**config.mk**
```make
export PLATFORM = sky130hd
export DESIGN_NAME = burst_bram_writer_flat
export DESIGN_NICKNAME = d
export VERILOG_FILES = /design/src/rtl/burst_bram_writer_if.sv /design/src/rtl/burst_bram_writer.sv /design/src/flat_wrapper.sv
export SDC_FILE = /design/constraint.sdc
export NUM_CORES = 1
export LEC_CHECK = 0
export CORE_ASPECT_RATIO = 1.4
export CORE_UTILIZATION = 47
export CTS_CLUSTER_SIZE = 12
export DETAILED_ROUTE_END_ITERATION = 10
export HOLD_SLACK_MARGIN = 0.05
export PLACE_DENSITY_LB_ADDON = 0.1
export SYNTH_ARGS = -nofsm -noshare
export SYNTH_HDL_FRONTEND = slang
export SYNTH_SLANG_ARGS = --single-unit
export TNS_END_PERCENT = 100
```
**constraint.sdc**
```tcl
create_clock -name clk -period 3.1 [get_ports clk]
set_input_delay 0.465 -clock clk [delete_from_list [all_inputs] [get_ports clk]]
set_output_delay 0.465 -clock clk [all_outputs]
set_load 0.02 [all_outputs]
```
**src/rtl/burst_bram_writer_if.sv**
```systemverilog
// Command FIFO, data FIFO and BRAM write port bundle for burst_bram_writer.
// master: the burst writer itself; slave: the FIFOs/BRAM side it talks to.
interface burst_bram_writer_if #(
  parameter int unsigned DATA_WIDTH = 32,
  parameter int unsigned ADDR_BITS  = 10,
  parameter int unsigned LEN_BITS   = 4
);
  // Command FIFO read side
  logic                  cmd_nempty;
  logic                  cmd_re;
  logic [ADDR_BITS-1:0]  cmd_addr;
  logic [LEN_BITS-1:0]   cmd_len;
  logic                  cmd_fixed;
  // Data FIFO read side
  logic                  wd_nempty;
  logic                  wd_re;
  logic [DATA_WIDTH-1:0] wd_data;
  logic                  wd_last;
  // BRAM write port and status
  logic                  bram_we;
  logic [ADDR_BITS-1:0]  bram_addr;
  logic [DATA_WIDTH-1:0] bram_wdata;
  logic                  busy;
  logic                  done;
  logic                  err;

  modport master (
    input  cmd_nempty, cmd_addr, cmd_len, cmd_fixed,
    input  wd_nempty, wd_data, wd_last,
    output cmd_re, wd_re,
    output bram_we, bram_addr, bram_wdata,
    output busy, done, err
  );

  modport slave (
    output cmd_nempty, cmd_addr, cmd_len, cmd_fixed,
    output wd_nempty, wd_data, wd_last,
    input  cmd_re, wd_re,
    input  bram_we, bram_addr, bram_wdata,
    input  busy, done, err
  );
endinterface

```
**src/rtl/burst_bram_writer.sv**
```systemverilog
// Pops burst commands and data words from two FIFOs and writes each beat
// into a BRAM, INCR or FIXED addressing, flagging wd_last mismatches.
module burst_bram_writer #(
  parameter int unsigned DATA_WIDTH = 32,
  parameter int unsigned ADDR_BITS  = 10,
  parameter int unsigned LEN_BITS   = 4
) (
  input  logic               clk,
  input  logic               rst,
  burst_bram_writer_if.master bus
);

  localparam logic [1:0] S_IDLE = 2'd0;
  localparam logic [1:0] S_DATA = 2'd1;
  localparam logic [1:0] S_DONE = 2'd2;

  logic [1:0]            state_q, state_d;
  logic [ADDR_BITS-1:0]  addr_q, addr_d;
  logic [LEN_BITS-1:0]   len_q, len_d;
  logic                  fixed_q, fixed_d;
  logic [LEN_BITS-1:0]   cnt_q, cnt_d;
  logic                  err_q, err_d;
  logic                  we_q, we_d;
  logic [ADDR_BITS-1:0]  baddr_q, baddr_d;
  logic [DATA_WIDTH-1:0] wdata_q, wdata_d;

  logic cmd_pop;
  logic wd_pop;
  logic final_beat;

  // Pops are gated by state, so cmd_re and wd_re can never coincide, and by rst.
  assign cmd_pop    = (state_q == S_IDLE) && bus.cmd_nempty && !rst;
  assign wd_pop     = (state_q == S_DATA) && bus.wd_nempty && !rst;
  // Counter compare (not a count-down) keeps len = all-ones at 2^LEN_BITS beats;
  // the counter wraps to zero on that last beat, which is never looked at again.
  assign final_beat = (cnt_q == len_q);

  assign bus.cmd_re     = cmd_pop;
  assign bus.wd_re      = wd_pop;
  assign bus.bram_we    = we_q;
  assign bus.bram_addr  = baddr_q;
  assign bus.bram_wdata = wdata_q;
  assign bus.busy       = (state_q != S_IDLE);
  assign bus.done       = (state_q == S_DONE);
  assign bus.err        = (state_q == S_DONE) && err_q;

  // Next-state: command latch in IDLE, one beat per data pop in DATA.
  always_comb begin
    state_d = state_q;
    addr_d  = addr_q;
    len_d   = len_q;
    fixed_d = fixed_q;
    cnt_d   = cnt_q;
    err_d   = err_q;
    we_d    = 1'b0;
    baddr_d = baddr_q;
    wdata_d = wdata_q;
    case (state_q)
      S_IDLE: begin
        if (cmd_pop) begin
          addr_d  = bus.cmd_addr;
          len_d   = bus.cmd_len;
          fixed_d = bus.cmd_fixed;
          cnt_d   = '0;
          err_d   = 1'b0;
          state_d = S_DATA;
        end
      end
      S_DATA: begin
        if (wd_pop) begin
          we_d    = 1'b1;
          baddr_d = addr_q;
          wdata_d = bus.wd_data;
          if (!fixed_q) begin
            addr_d = addr_q + 1'b1;
          end
          cnt_d = cnt_q + 1'b1;
          if (bus.wd_last != final_beat) begin
            err_d = 1'b1;
          end
          if (final_beat) begin
            state_d = S_DONE;
          end
        end
      end
      S_DONE: begin
        state_d = S_IDLE;
      end
      default: begin
        state_d = S_IDLE;
      end
    endcase
  end

  // State and write-port registers with synchronous reset.
  always_ff @(posedge clk) begin
    if (rst) begin
      state_q <= S_IDLE;
      addr_q  <= '0;
      len_q   <= '0;
      fixed_q <= 1'b0;
      cnt_q   <= '0;
      err_q   <= 1'b0;
      we_q    <= 1'b0;
      baddr_q <= '0;
      wdata_q <= '0;
    end else begin
      state_q <= state_d;
      addr_q  <= addr_d;
      len_q   <= len_d;
      fixed_q <= fixed_d;
      cnt_q   <= cnt_d;
      err_q   <= err_d;
      we_q    <= we_d;
      baddr_q <= baddr_d;
      wdata_q <= wdata_d;
    end
  end

endmodule

```
**src/flat_wrapper.sv**
```systemverilog
// flat-port wrapper written by rule: the top's interface ports become plain ports
module burst_bram_writer_flat 
#(
  parameter int unsigned DATA_WIDTH = 32,
  parameter int unsigned ADDR_BITS  = 10,
  parameter int unsigned LEN_BITS   = 4
)
  (clk, rst, bus_cmd_nempty, bus_cmd_addr, bus_cmd_len, bus_cmd_fixed, bus_wd_nempty, bus_wd_data, bus_wd_last, bus_cmd_re, bus_wd_re, bus_bram_we, bus_bram_addr, bus_bram_wdata, bus_busy, bus_done, bus_err);
  burst_bram_writer_if #(.DATA_WIDTH(DATA_WIDTH), .ADDR_BITS(ADDR_BITS), .LEN_BITS(LEN_BITS)) bus_i ();
  input  logic clk;
  input  logic rst;
  input wire logic [$bits(bus_i.cmd_nempty)-1:0] bus_cmd_nempty;
  input wire logic [$bits(bus_i.cmd_addr)-1:0] bus_cmd_addr;
  input wire logic [$bits(bus_i.cmd_len)-1:0] bus_cmd_len;
  input wire logic [$bits(bus_i.cmd_fixed)-1:0] bus_cmd_fixed;
  input wire logic [$bits(bus_i.wd_nempty)-1:0] bus_wd_nempty;
  input wire logic [$bits(bus_i.wd_data)-1:0] bus_wd_data;
  input wire logic [$bits(bus_i.wd_last)-1:0] bus_wd_last;
  output wire logic [$bits(bus_i.cmd_re)-1:0] bus_cmd_re;
  output wire logic [$bits(bus_i.wd_re)-1:0] bus_wd_re;
  output wire logic [$bits(bus_i.bram_we)-1:0] bus_bram_we;
  output wire logic [$bits(bus_i.bram_addr)-1:0] bus_bram_addr;
  output wire logic [$bits(bus_i.bram_wdata)-1:0] bus_bram_wdata;
  output wire logic [$bits(bus_i.busy)-1:0] bus_busy;
  output wire logic [$bits(bus_i.done)-1:0] bus_done;
  output wire logic [$bits(bus_i.err)-1:0] bus_err;
  assign bus_i.cmd_nempty = bus_cmd_nempty;
  assign bus_i.cmd_addr = bus_cmd_addr;
  assign bus_i.cmd_len = bus_cmd_len;
  assign bus_i.cmd_fixed = bus_cmd_fixed;
  assign bus_i.wd_nempty = bus_wd_nempty;
  assign bus_i.wd_data = bus_wd_data;
  assign bus_i.wd_last = bus_wd_last;
  assign bus_cmd_re = bus_i.cmd_re;
  assign bus_wd_re = bus_i.wd_re;
  assign bus_bram_we = bus_i.bram_we;
  assign bus_bram_addr = bus_i.bram_addr;
  assign bus_bram_wdata = bus_i.bram_wdata;
  assign bus_busy = bus_i.busy;
  assign bus_done = bus_i.done;
  assign bus_err = bus_i.err;
  burst_bram_writer #(.DATA_WIDTH(DATA_WIDTH), .ADDR_BITS(ADDR_BITS), .LEN_BITS(LEN_BITS)) u_core (.clk(clk), .rst(rst), .bus(bus_i));
endmodule
```
**After elaboration in Yosys (flattened, before gate mapping)**

Index checks and enable logic that the tools add are counted.

- Flip-flop bits (word level): 65
- Input port bits: 52
- Output and inout bits: 48
- Logic and storage cells: 53

- Eq/ne operators: 9
- Mux-type cells: 16
- Bitwise logic cells: 1
- Reductions and logical operators: 16
- $add $sub $neg: 2

Operator list:

| operator | count |
|---|---|
| 2-to-1 mux 10 bit | 3 |
| one-hot mux 10 bit (2 select lines) | 1 |
| adder 10 x 1 -> 10 bit (second input constant) | 1 |
| 2-to-1 mux 4 bit | 2 |
| inequality test 2 bit (second input constant) | 4 |
| one-hot mux 4 bit (2 select lines) | 1 |
| AND reduction 4 bit | 2 |
| 2-to-1 mux 2 bit | 3 |
| AND reduction 3 bit | 2 |
| logical AND 1 bit | 5 |
| adder 4 x 1 -> 4 bit (second input constant) | 1 |
| == test 4 bit | 1 |
| 2-to-1 mux 1 bit | 4 |
| one-hot mux 2 bit (2 select lines) | 1 |
| AND reduction 2 bit | 2 |
| nonzero test 2 bit | 2 |
| == test 2 x 1 -> 1 bit (second input constant) | 1 |
| == test 2 bit (second input constant) | 1 |
| logical NOT 2 bit | 1 |
| inequality test 2 x 1 -> 1 bit (second input constant) | 1 |
| one-hot mux 1 bit (2 select lines) | 1 |
| OR reduction 2 bit | 1 |
| logical NOT 1 bit | 1 |
| inequality test 1 bit | 1 |
| NOT 1 bit | 1 |

**Depth between registers and ports, before layout**

- Depth in word-level cells: 5
- Mapped depth: 8
- Gate-level depth less buffers: 5

**Worst setup path before layout**

No wires, ideal clock.

- Path type: register to output
- Start: register u_core.state_q[1]
- End: output port bus_wd_re
- Buffers on the path: 2
- Stages on the path, launching flop included: 6
- Slack: 1463 ps
- Data arrival time: 1172 ps
- Data required time: 2635 ps
- Path through: dfxtp_1 -> buf_2 -> nor2b_1 -> buf_2 -> nand2_1 -> nor2_1

- Longest elaborated chain between the ends: 3

Ends and longest elaborated chain:

| item | RTL line | source |
|---|---|---|
| start: declaration | burst_bram_writer.sv:17 | `logic [1:0] state_q, state_d;` |
| start signal: assignment | burst_bram_writer.sv:108 | `state_q <= state_d;` |
| == test 2 x 1 -> 1 bit | burst_bram_writer.sv:33 | `assign wd_pop = (state_q == S_DATA) && bus.wd_nempty && !rst;` |
| logical AND 1 bit (2 in a row) | burst_bram_writer.sv:33 |  |
| end: declaration | flat_wrapper.sv:20 | `output wire logic [$bits(bus_i.wd_re)-1:0] bus_wd_re;` |

No other way between the ends.

**Final worst setup path**

- Start: input port bus_cmd_nempty
- End: output port bus_cmd_re

- Longest elaborated chain between the ends: 2

Ends and longest elaborated chain:

| item | RTL line | source |
|---|---|---|
| start: declaration | flat_wrapper.sv:12 | `input wire logic [$bits(bus_i.cmd_nempty)-1:0] bus_cmd_nempty;` |
| logical AND 1 bit (2 in a row) | burst_bram_writer.sv:32 | `assign cmd_pop = (state_q == S_IDLE) && bus.cmd_nempty && !rst;` |
| end: declaration | flat_wrapper.sv:19 | `output wire logic [$bits(bus_i.cmd_re)-1:0] bus_cmd_re;` |

No other way between the ends.

==> flow_metrics.tcl <==
set metrics [dict create \
    status "complete, no violations" \
    rr_startpoint "u_core.state_q[0]" \
    io_pins 100 \
    synthCells 320 \
    crit_start "bus_cmd_nempty" \
    critical_path.top_delay_family "buffers and inverters" \
    layout_common_cells "98 x clkdlybuf4s50_1, 96 x nand2_1, 65 x dfxtp_1" \
    cts.path.max_buffers 2 \
    htree_num_levels 3 \
    startpoint_type "input pin" \
    clkTransAtPathRegs_ns 0.06 \
    dieArea_um2 5950 \
    coreArea_um2 5490 \
    drt-total-wl_mm 6.40 \
    vias_per_cell 5.18 \
    drive_above_1_share_pct 5.97 \
    grt_use_total_pct 23.5 \
    hold_ws_ns 0.452 \
    cts.sink_count 65 \
    crit_path_frequent_cell "clkdlybuf4s50_1" \
    avgSynthCellArea_um2 8.28 \
    antenna_left 0 \
    async_reset_ff_share_pct 0 \
    r2r_slack_ns 1.31 \
    place_congestion 0.765 \
    grt_overflow 0 \
    cts.repair.resized 0 \
    power_density_nw_per_um2 500 \
    slowest_delay_ns 0.68 \
    wl_per_cell_um 13.1 \
    fmaxAchievable_ghz 0.394 \
    drc_errors 0 \
    ys_ff_latch 65 \
    crit_arrival_ns 2.07 \
    port_buffers 99 \
    synth-edff-count 0 \
    worst-slew-pin-transition_ns 0.691 \
    antenna_cells 0 \
    dpl-instance-area_um2 3640 \
    design_area_um2 3830 \
    die_w_um 65.5 \
    vias 2522 \
    grt_max_degree 64 \
    period_needed_ns 2.54 \
    antenna_found_initial 0 \
    ir_worst_vdd_v 0.000320 \
    netlist_area_um2 2650 \
    ys_warn_count 0 \
    grt_pass1_wl_mm 10.9 \
    hpwl_mm 4.27 \
    power_mw 1.91 \
    die_h_um 90.8 \
    yosysTopAreaCellShare_pct 49.1 \
    cap_violations 0 \
    critPathBufInv 2 \
    crit_type "input pin to output port" \
    start_util_pct 48.3 \
    rsz0062_at_grt "no" \
    period_share_pct 81.8 \
    ys_seq_area_share_pct 49.1 \
    setup_viol 0 \
    dr.pass1.iters 4 \
    root_buffer "clkbuf_8" \
    final_common_cell "clkdlybuf4s50_1" \
    crit_chain "clkdlybuf4s50_1, nand2_1, nor2_1, clkdlybuf4s50_1" \
    cts_tree "yes" \
    cts_setup_buffers 0 \
    cts_inserted_buffers 9 \
    fin_nets 468 \
    synthTopCellsByArea "dfxtp_1 49%, nand2_1 14%, a21oi_1 9.6%, a22o_1 2.0%, buf_2 1.7%" \
    synth_nets 374 \
    hp-start "u_core.bus.bram_wdata[30]" \
    skew_ns 0.00637 \
    yosys.cell_types.count 42 \
    area_growth_pct 44.6 \
    fillers 442 \
    pre_cts_slack_ns 0.562 \
    num_rows 32 \
    drt_iter0_drc 144 \
    relSlewSlack_pct 53.9 \
    drv_slew 0 \
    path_max_fanout 6 \
    ys.flop_type "dfxtp_1" \
    tns_ns 0 \
    grt_pass1_vias 2478 \
    end_kind "output port" \
    clk_latency_ns 0.34 \
    critPathSlowestCell "clkdlybuf4s50_1" \
    finalHoldViolations 0 \
    hp-class "register to register" \
    postCtsHoldBufs 0 \
    worst_slack_ns 0.564 \
    p_leak_nw 1.35 \
    cp_data_required_time_ns 2.63 \
    yosys.area.top_type "dfxtp_1" \
]
worst register-to-register path: stages, from the launching register on:
cell and delay [ns]:
dfxtp_1 0.45, nand3b_1 0.19, a211oi_4 0.65, a21oi_1 0.14
a211oi_1 0.26
state kept, by name, summed over array words and instances, names as in the netlist:
| signal | cells |
|---|---|
| u_core.state_q | 2 |
| u_core.bus.bram_wdata | 32 |
| u_core.bus.bram_addr | 10 |
| u_core.addr_q | 10 |
| u_core.err_q | 1 |
| u_core.len_q | 4 |
| u_core.fixed_q | 1 |
| u_core.cnt_q | 4 |
| u_core.bus.bram_we | 1 |
power breakdown:
part,switching (mW),internal (mW)
clock network,0.301,0.392
registers,0.0316,0.877
logic,0.156,0.158
total,0.488,1.43
kinds of logic (layout without fill, tap and decap cells):
kind of cell,after synthesis,in the layout,synth area share (%)
AOI/OAI and AO/OA,87,87,20.7
xor gates and xnor gates,7,7,2.31
adders and majority gates,2,2,0.944
buffers and inverters,24,123,4.82
DFF,65,65,49.1
muxes,2,2,0.803
and+or+nand+nor,133,133,21.3
layout make-up:
type                    instances  area, µm²  share of cell area [%]
clock inverters                 3       40.0                    1.05
repair buffers                104       1020                    26.7
inverters                       3       11.3                   0.294
clock buffers                  13        149                    3.89
multi-input cells             231       1220                    31.9
well taps                      68       85.1                    2.22
flip-flops and latches         65       1300                    34.0
path summary, 6_finish.rpt:
kind	endpoint	cells after the start
hold reg to reg	u_core.bus.bram_wdata[30]	2
setup reg to reg	u_core.addr_q[9]	4
setup / recovery	bus_cmd_re	4
hold / removal	u_core.bus.bram_wdata[30]	2
through the flow:
stage,std cells,utilization [%]
after floorplan,320,-
after global routing,487,69.8
final,487,69.8
after detailed placement,471,66.4
after global placement,471,66.4
after CTS,487,69.8
synth_stat cells, types with 2 or more instances:
cell type,n
o21ai_0,8
buf_2,9
a21oi_1,51
o31ai_1,3
clkbuf_1,5
buf_4,5
dfxtp_1,65
or3_1,2
nand3_1,4
nor2_1,9
nand2b_1,2
nand2_1,96
ha_1,2
a311oi_1,3
nor4_1,2
a2111oi_2,2
nor2b_1,2
a211o_1,2
nor3_1,4
inv_1,3
xnor2_1,5
and2_1,7
a22o_1,6
o22ai_1,2
o21a_1,2
xor2_1,2
a211oi_1,2
metal layers:
| layer | vias to the layer above | global-route usage (%) | part of all wire (%) |
|---|---|---|---|
| met2 | 79 | 39.5 | 48 |
| met4 | 0 | 14.5 | 2.7 |
| li1 | 1273 | - | - |
| met3 | 17 | 5.68 | 6.0 |
| met5 | - | 0 | 0 |
| met1 | 1153 | 25.9 | 43 |
Power figures use the tool's default switching activity.
